--- src/rtl/mips_pkg.sv ---
// Shared encodings for the multi-cycle MIPS control path: FSM states, opcodes,
// ALU/PC mux selects and the per-cycle control word.
package mips_pkg;

  typedef enum logic [3:0] {
    S_IDLE    = 4'd0,
    S_FETCH   = 4'd1,
    S_DECODE  = 4'd2,
    S_MEM_ADR = 4'd3,
    S_MEM_RD  = 4'd4,
    S_MEM_WB  = 4'd5,
    S_MEM_WR  = 4'd6,
    S_EXEC    = 4'd7,
    S_ALU_WB  = 4'd8,
    S_ADDI_EX = 4'd9,
    S_ADDI_WB = 4'd10,
    S_BRANCH  = 4'd11,
    S_JUMP    = 4'd12
  } state_e;

  localparam logic [5:0] OP_RTYPE = 6'b000000;
  localparam logic [5:0] OP_LW    = 6'b100011;
  localparam logic [5:0] OP_SW    = 6'b101011;
  localparam logic [5:0] OP_BEQ   = 6'b000100;
  localparam logic [5:0] OP_J     = 6'b000010;
  localparam logic [5:0] OP_ADDI  = 6'b001000;

  localparam logic [1:0] ALUOP_ADD   = 2'b00;
  localparam logic [1:0] ALUOP_SUB   = 2'b01;
  localparam logic [1:0] ALUOP_FUNCT = 2'b10;

  localparam logic [1:0] SRCB_B      = 2'b00;
  localparam logic [1:0] SRCB_FOUR   = 2'b01;
  localparam logic [1:0] SRCB_IMM    = 2'b10;
  localparam logic [1:0] SRCB_IMM_SH = 2'b11;

  localparam logic [1:0] PCSRC_ALU    = 2'b00;
  localparam logic [1:0] PCSRC_ALUOUT = 2'b01;
  localparam logic [1:0] PCSRC_JUMP   = 2'b10;

  typedef struct packed {
    logic       pc_write;
    logic       pc_write_cond;
    logic       i_or_d;
    logic       mem_read;
    logic       mem_write;
    logic       ir_write;
    logic       mem_to_reg;
    logic       reg_dst;
    logic       reg_write;
    logic       alu_src_a;
    logic [1:0] alu_src_b;
    logic [1:0] alu_op;
    logic [1:0] pc_source;
    logic       instr_done;
  } ctrl_t;

  function automatic logic is_mem_op(input logic [5:0] op);
    return (op == OP_LW) || (op == OP_SW);
  endfunction

endpackage

--- src/rtl/mc_output_decode.sv ---
// Pure Moore decode of FSM state into the datapath control word.
// Handshake-gated strobes are left at 0 here and added by the top.
module mc_output_decode
  import mips_pkg::*;
(
  input  state_e state,
  output ctrl_t  ctrl
);

  always_comb begin
    ctrl = '0;
    case (state)
      S_FETCH: begin
        ctrl.mem_read  = 1'b1;
        ctrl.alu_src_b = SRCB_FOUR;
        ctrl.alu_op    = ALUOP_ADD;
        ctrl.pc_source = PCSRC_ALU;
      end
      // Branch target is precomputed here while the opcode is still decoding.
      S_DECODE: begin
        ctrl.alu_src_b = SRCB_IMM_SH;
        ctrl.alu_op    = ALUOP_ADD;
      end
      S_MEM_ADR, S_ADDI_EX: begin
        ctrl.alu_src_a = 1'b1;
        ctrl.alu_src_b = SRCB_IMM;
        ctrl.alu_op    = ALUOP_ADD;
      end
      S_MEM_RD: begin
        ctrl.mem_read = 1'b1;
        ctrl.i_or_d   = 1'b1;
      end
      S_MEM_WB: begin
        ctrl.reg_write  = 1'b1;
        ctrl.mem_to_reg = 1'b1;
        ctrl.instr_done = 1'b1;
      end
      S_MEM_WR: begin
        ctrl.mem_write = 1'b1;
        ctrl.i_or_d    = 1'b1;
      end
      S_EXEC: begin
        ctrl.alu_src_a = 1'b1;
        ctrl.alu_src_b = SRCB_B;
        ctrl.alu_op    = ALUOP_FUNCT;
      end
      S_ALU_WB: begin
        ctrl.reg_write  = 1'b1;
        ctrl.reg_dst    = 1'b1;
        ctrl.instr_done = 1'b1;
      end
      S_ADDI_WB: begin
        ctrl.reg_write  = 1'b1;
        ctrl.instr_done = 1'b1;
      end
      S_BRANCH: begin
        ctrl.alu_src_a     = 1'b1;
        ctrl.alu_src_b     = SRCB_B;
        ctrl.alu_op        = ALUOP_SUB;
        ctrl.pc_write_cond = 1'b1;
        ctrl.pc_source     = PCSRC_ALUOUT;
        ctrl.instr_done    = 1'b1;
      end
      S_JUMP: begin
        ctrl.pc_write   = 1'b1;
        ctrl.pc_source  = PCSRC_JUMP;
        ctrl.instr_done = 1'b1;
      end
      default: ctrl = '0;
    endcase
  end

endmodule

--- src/rtl/multicycle_control.sv ---
// Multi-cycle MIPS sequencer: state register plus combinational next-state,
// with memory phases stalled on mem_ready.
module multicycle_control
  import mips_pkg::*;
#(
  parameter int OPW = 6
) (
  input  logic           clk,
  input  logic           reset,
  input  logic [OPW-1:0] opcode,
  input  logic           mem_ready,
  output logic           pc_write,
  output logic           pc_write_cond,
  output logic           i_or_d,
  output logic           mem_read,
  output logic           mem_write,
  output logic           ir_write,
  output logic           mem_to_reg,
  output logic           reg_dst,
  output logic           reg_write,
  output logic           alu_src_a,
  output logic [1:0]     alu_src_b,
  output logic [1:0]     alu_op,
  output logic [1:0]     pc_source,
  output logic           instr_done,
  output logic           illegal_op,
  output logic [3:0]     state_dbg
);

  state_e      state_q, state_d;
  ctrl_t       ctrl;
  logic [5:0]  op6;
  logic        illegal;
  logic        fetch_done;
  logic        store_done;

  assign op6 = 6'(opcode);

  always_ff @(posedge clk or posedge reset) begin
    if (reset) state_q <= S_IDLE;
    else       state_q <= state_d;
  end

  always_comb begin
    state_d = state_q;
    illegal = 1'b0;
    case (state_q)
      S_IDLE:    state_d = S_FETCH;
      S_FETCH:   if (mem_ready) state_d = S_DECODE;
      S_DECODE: begin
        if (is_mem_op(op6))     state_d = S_MEM_ADR;
        else if (op6 == OP_RTYPE) state_d = S_EXEC;
        else if (op6 == OP_ADDI)  state_d = S_ADDI_EX;
        else if (op6 == OP_BEQ)   state_d = S_BRANCH;
        else if (op6 == OP_J)     state_d = S_JUMP;
        else begin
          state_d = S_FETCH;
          illegal = 1'b1;
        end
      end
      S_MEM_ADR: begin
        if (op6 == OP_LW)      state_d = S_MEM_RD;
        else if (op6 == OP_SW) state_d = S_MEM_WR;
        else                   state_d = S_FETCH;
      end
      S_MEM_RD:  if (mem_ready) state_d = S_MEM_WB;
      S_MEM_WR:  if (mem_ready) state_d = S_FETCH;
      S_EXEC:    state_d = S_ALU_WB;
      S_ADDI_EX: state_d = S_ADDI_WB;
      S_MEM_WB, S_ALU_WB, S_ADDI_WB, S_BRANCH, S_JUMP: state_d = S_FETCH;
      default:   state_d = S_IDLE;
    endcase
  end

  mc_output_decode u_dec (
    .state (state_q),
    .ctrl  (ctrl)
  );

  // IR/PC load and store completion fire only on the cycle memory finishes,
  // so a stalled fetch or store never double-commits.
  assign fetch_done = (state_q == S_FETCH)  && mem_ready;
  assign store_done = (state_q == S_MEM_WR) && mem_ready;

  assign pc_write      = ctrl.pc_write | fetch_done;
  assign ir_write      = ctrl.ir_write | fetch_done;
  assign instr_done    = ctrl.instr_done | store_done;
  assign pc_write_cond = ctrl.pc_write_cond;
  assign i_or_d        = ctrl.i_or_d;
  assign mem_read      = ctrl.mem_read;
  assign mem_write     = ctrl.mem_write;
  assign mem_to_reg    = ctrl.mem_to_reg;
  assign reg_dst       = ctrl.reg_dst;
  assign reg_write     = ctrl.reg_write;
  assign alu_src_a     = ctrl.alu_src_a;
  assign alu_src_b     = ctrl.alu_src_b;
  assign alu_op        = ctrl.alu_op;
  assign pc_source     = ctrl.pc_source;
  assign illegal_op    = illegal;
  assign state_dbg     = state_q;

endmodule

--- config.mk ---
export PLATFORM = sky130hd
export DESIGN_NAME = multicycle_control
export DESIGN_NICKNAME = d
export VERILOG_FILES = /design/src/rtl/mips_pkg.sv /design/src/rtl/mc_output_decode.sv /design/src/rtl/multicycle_control.sv
export SDC_FILE = /design/constraint.sdc
export NUM_CORES = 1
export LEC_CHECK = 0
export CORE_ASPECT_RATIO = 0.8
export CORE_MARGIN = 5
export CORE_UTILIZATION = 35
export CTS_CLUSTER_DIAMETER = 150
export DETAILED_ROUTE_END_ITERATION = 7
export PLACE_DENSITY_LB_ADDON = 0.2
export SYNTH_ARGS = -nofsm -noshare
export SYNTH_HDL_FRONTEND = slang
export SYNTH_SLANG_ARGS = --single-unit
--- constraint.sdc ---
create_clock -name clk -period 1.4 [get_ports clk]
set_clock_uncertainty 0.15 [all_clocks]
set_input_delay 0.21 -clock clk [delete_from_list [all_inputs] [get_ports clk]]
set_output_delay 0.21 -clock clk [all_outputs]
set_load 0.03 [all_outputs]
==> reports/qor.yml, run 1 <==
status: "did not finish"
failed_stage: "5_1_grt"
tool.error: "[ERROR DPL-0033] detailed placement checks failed during check placement."
yosys.area_share.simple: 0.4361
cts_max_path_buffers: 2
synth_compound_area_frac: 0.2312
syn-num-nets: 91
netlist.area_leader.share: 0.1623
synthCells: 82
cts-buffers-inserted: 3
htree_levels: 1
start_util: 0.3755
avgSynthCellArea_sq_um: 7.522
pin_count: 31
netlist_area_sq_um: 616.8
die_h_um: 47.55
dp_hpwl_um: 1902
synth_top_family_by_area: "simple AND/OR/NAND/NOR gates"
synth_area_leaders: "dfrtp_1 (16%), nor2_1 (6.7%), buf_6 (5.5%)"
async_flop_share: 1.000
synthFlopType: "dfrtp_1"
cts_root_buffer: "clkbuf_4"
synth-edff-count: 0
synthXorXnorAreaFrac: 0.02840
worst-ep-kind: "primary output"
synthTopCellsByCount: "nor2_1 (11), a21oi_1 (6), o21ai_0 (6)"
yosys.cell_types.count: 39
yosys_warnings: 0
clock_sinks: 4
ys_seq_area_frac: 0.1623
synth-seq-cells: 4
io_buffer_count: 30
fp-row-count: 13
antenna_found_initial: 0
synth_top_area_cell: "dfrtp_1"
synth.mux.area_fraction: 0.03448
dieWidth_um: 56.94
grt_max_degree: 10
postGrtWorstEndpoint: "pc_write_cond"
place_congestion: 0.8976
synth.most_common_cell: "nor2_1"
synth_adder_area_share: 0
-- through the flow --
stage / util / setup slack (ns) / hold WS (ns) / area [sq um] / instances
after CTS: 0.9048 / -0.3733 / 0.003330 / 1486 / 181
after floorplan: - / -0.4529 / -0.1741 / 752.0 / 82
after detailed placement: 0.7624 / -0.3610 / 0.2534 / 1252 / 166
after global placement: 0.7624 / -0.3265 / 0.2609 / 1252 / 166
-- cells by family after synthesis --
kind of cell / after synthesis
DFF: 4
buffers and inverters: 10
AOI/OAI and AO/OA: 21
and+or+nand+nor: 43
muxes: 2
xor gates and xnor gates: 2
-- timing repair --
action	in CTS
resized for setup	42
hold buffers	0
pin swaps	15
setup endpoints to repair	25
setup buffers	11
hold endpoints to repair	0
==> run 2, diff against run 1 <==
--- a/config.mk
+++ b/config.mk
@@ -5,12 +5,10 @@
 export SDC_FILE = /design/constraint.sdc
 export NUM_CORES = 1
 export LEC_CHECK = 0
-export CORE_ASPECT_RATIO = 0.8
-export CORE_MARGIN = 5
-export CORE_UTILIZATION = 35
-export CTS_CLUSTER_DIAMETER = 150
+export CORE_AREA = 5 5 66 68
 export DETAILED_ROUTE_END_ITERATION = 7
-export PLACE_DENSITY_LB_ADDON = 0.2
+export DIE_AREA = 0 0 71 73
+export PLACE_DENSITY_LB_ADDON = 0.15
 export SYNTH_ARGS = -nofsm -noshare
 export SYNTH_HDL_FRONTEND = slang
 export SYNTH_SLANG_ARGS = --single-unit
==> constraint.sdc (replaced) <==
create_clock -name clk -period 1.8 [get_ports clk]
set_clock_uncertainty 0.15 [all_clocks]
set_input_delay 0.27 -clock clk [delete_from_list [all_inputs] [get_ports clk]]
set_output_delay 0.27 -clock clk [all_outputs]
set_load 0.03 [all_outputs]
==> run 2 against run 1 <==
Net effect: synthesized area did not move; synthesized cell count unchanged; the flow now finishes, with violations (setup timing).
==> reports/qor.yml, run 2 <==
synthTopCellsByCount: "nor2_1 (11), a21oi_1 (6), o21ai_0 (6)"
setup_violations: 2
dieWidth_um: 71  # +25%
worstSetupStartpointType: "register"
final_common_cell: "buf_4"
start_util: 0.1624  # -0.2131
end_kind: "output pin"
rsz0062_at_grt: "yes"
fmax_ghz: 0.5506
endpoint: "pc_write"
fp-row-count: 23  # +10
hold_buffers: 0  # unchanged
netlist_area_sq_um: 616.8  # unchanged
worstSetupPathType: "register to output pin"
syn2layout_area_growth_pct: 114.8
vias: 843
finish.utilization: 0.3488
place_ws_ns: -0.05359  # +0.3074 ns
core_sq_mm: 0.003799
htree_levels: 1  # unchanged
insertion_delay_ns: 0.22
avgRoutedWirePerCell_um: 12.20
cp.required_ns: 1.38
synth_top_area_cell: "dfrtp_1"
die-area_sq_mm: 0.005183
fin_ws_ns: -0.01622
violations: "setup timing"
synth-edff-count: 0  # unchanged
synth_area_leaders: "dfrtp_1 (16%), nor2_1 (6.7%), buf_6 (5.5%)"
period_share: 1.009
cts_tree: "built"
largest_reg_flops: 4
ys_seq_area_frac: 0.1623  # unchanged
synthCells: 82  # unchanged
drtAntennaViolNets: 0
synth.most_common_cell: "nor2_1"
drv_cap: 0
synth-seq-cells: 4  # unchanged
status: "finished with violations"
grt_pass1_wl_um: 3808
synthFlopType: "dfrtp_1"
hold_path_class: "input pin to async pin"
r2r_start: "state_dbg[3]"
async_flop_share: 1.000  # unchanged
dr.pass1.iters: 4
relSlewSlack: 0.7996
vias_per_cell: 4.301
p_leak_nw: 0.5855
pwr_density_cell_mw_per_mm2: 1533
syn-num-nets: 91  # unchanged
cts_max_path_buffers: 2  # unchanged
grt_max_degree: 12
yosys.cell_types.count: 39  # unchanged
wirelength_um: 2391
path_max_fanout: 5
r2r_slack_ns: 0.12
finalHoldViolations: 0
yosys_warnings: 0  # unchanged
place_congestion: 0.8131  # -9.4%
io_buffer_count: 30  # unchanged
ir_drop_mv: 0.2998
final_cell_mix: "buf_4 (42), buf_6 (13), dlygate4sd2_1 (8)"
grt_pass1_vias: 885
route.detailed.drc: 0
die_h_um: 73  # +54%
path_clk_slew_ns: 0.03
drt_iter0_drc: 17
grt.overflow.total: 0
antenna_cells: 0
dp_hpwl_um: 1843  # -3.1%
pin_count: 31  # unchanged
antenna_found_initial: 0
r2r_cells: 6
drv_slew: 0
cts-buffers-inserted: 3  # unchanged
cts_root_buffer: "clkbuf_8"
cp_data_arrival_time_ns: 1.40
avgSynthCellArea_sq_um: 7.522  # unchanged
nets: 156
r2r_end: "state_dbg[1]"
holdWs_ns: 0.08807
min_period_ns: 1.816
clock_sinks: 4  # unchanged
layout-drive-gt1-share: 0.5890
tightest_slew_ns: 0.3018
worstSetupStartpoint: "state_dbg[3]"
netlist.area_leader.share: 0.1623  # unchanged
grt_usage: 0.08948
run 2: cell counts after synthesis:
No cell type changed its count.
run 2: cell type report:
class                      instances  area, sq um
fill                             434         2474
timing repair buffer              66        559.3
tap                               50        62.56
sequential                         4        103.9
inverter                           4        15.01
multi-input combinational         68        539.3
clock buffer                       4        45.04
run 2: worst max-delay path, cell delays in order (launching register included):
cell     delay [ns]
dfrtp_2        0.44
or2_4          0.29
nor3_4         0.19
or2_4          0.14
buf_6          0.12
run 2: worst min path at each step:
stage / end / startpoint / cells after the start
floorplan: state_dbg[1] / reset / 1
global placement: state_dbg[2] / reset / 2
detailed placement: state_dbg[2] / reset / 2
CTS: state_dbg[3] / reset / 2
global route: state_dbg[3] / reset / 2
finish: state_dbg[0] / reset / 2
run 2: metrics by stage:
| step | cells | setup TNS, ns | instance area [sq um] | power (W) |
|---|---|---|---|---|
| after floorplan | 82 | -0.2693 | 694.4 | 0.001079 |
| after global placement | 176 | -0.1712 | 1100 | 0.001531 |
| after detailed placement | 176 | -0.1318 | 1100 | 0.001532 |
| after CTS | 188 | -0.08998 | 1204 | 0.001822 |
| after global routing | 196 | -0.4159 | 1325 | 0.002157 |
| final | 196 | -0.01909 | 1325 | 0.002032 |
run 2: what timing repair did:
item	CTS	global route
buffers inserted	8	8
endpoints found under the setup margin	10	14
resized for setup	11	17
endpoints found under the hold margin	0	0
pin swaps	3	6
run 2: kinds of logic (layout without fill, tap and decap cells):
logic type / Yosys count / in the layout / synth area share
compound gates: 21 / 21 / 0.2312
simple gates: 43 / 43 / 0.4361
mux: 2 / 2 / 0.03448
flops: 4 / 4 / 0.1623
xor+xnor: 2 / 2 / 0.02840
buf+inv: 10 / 74 / 0.1075
run 2: report_power, final:
group / total (W) / switching (W) / internal [W]
registers: 0.000166 / 0.0000418 / 0.000124
clock network: 0.000199 / 0.0000481 / 0.000151
logic: 0.00167 / 0.000859 / 0.000807
total: 0.00203 / 0.000949 / 0.00108
run 2: layer usage:
metal / up-vias / track usage / wire length, um
met5: - / 0 / 0
met4: 0 / 0.04593 / 39
met3: 4 / 0.01377 / 125
met2: 29 / 0.1596 / 1243
met1: 387 / 0.1031 / 983
li1: 423 / - / -
(Power assumes the default switching activity.)
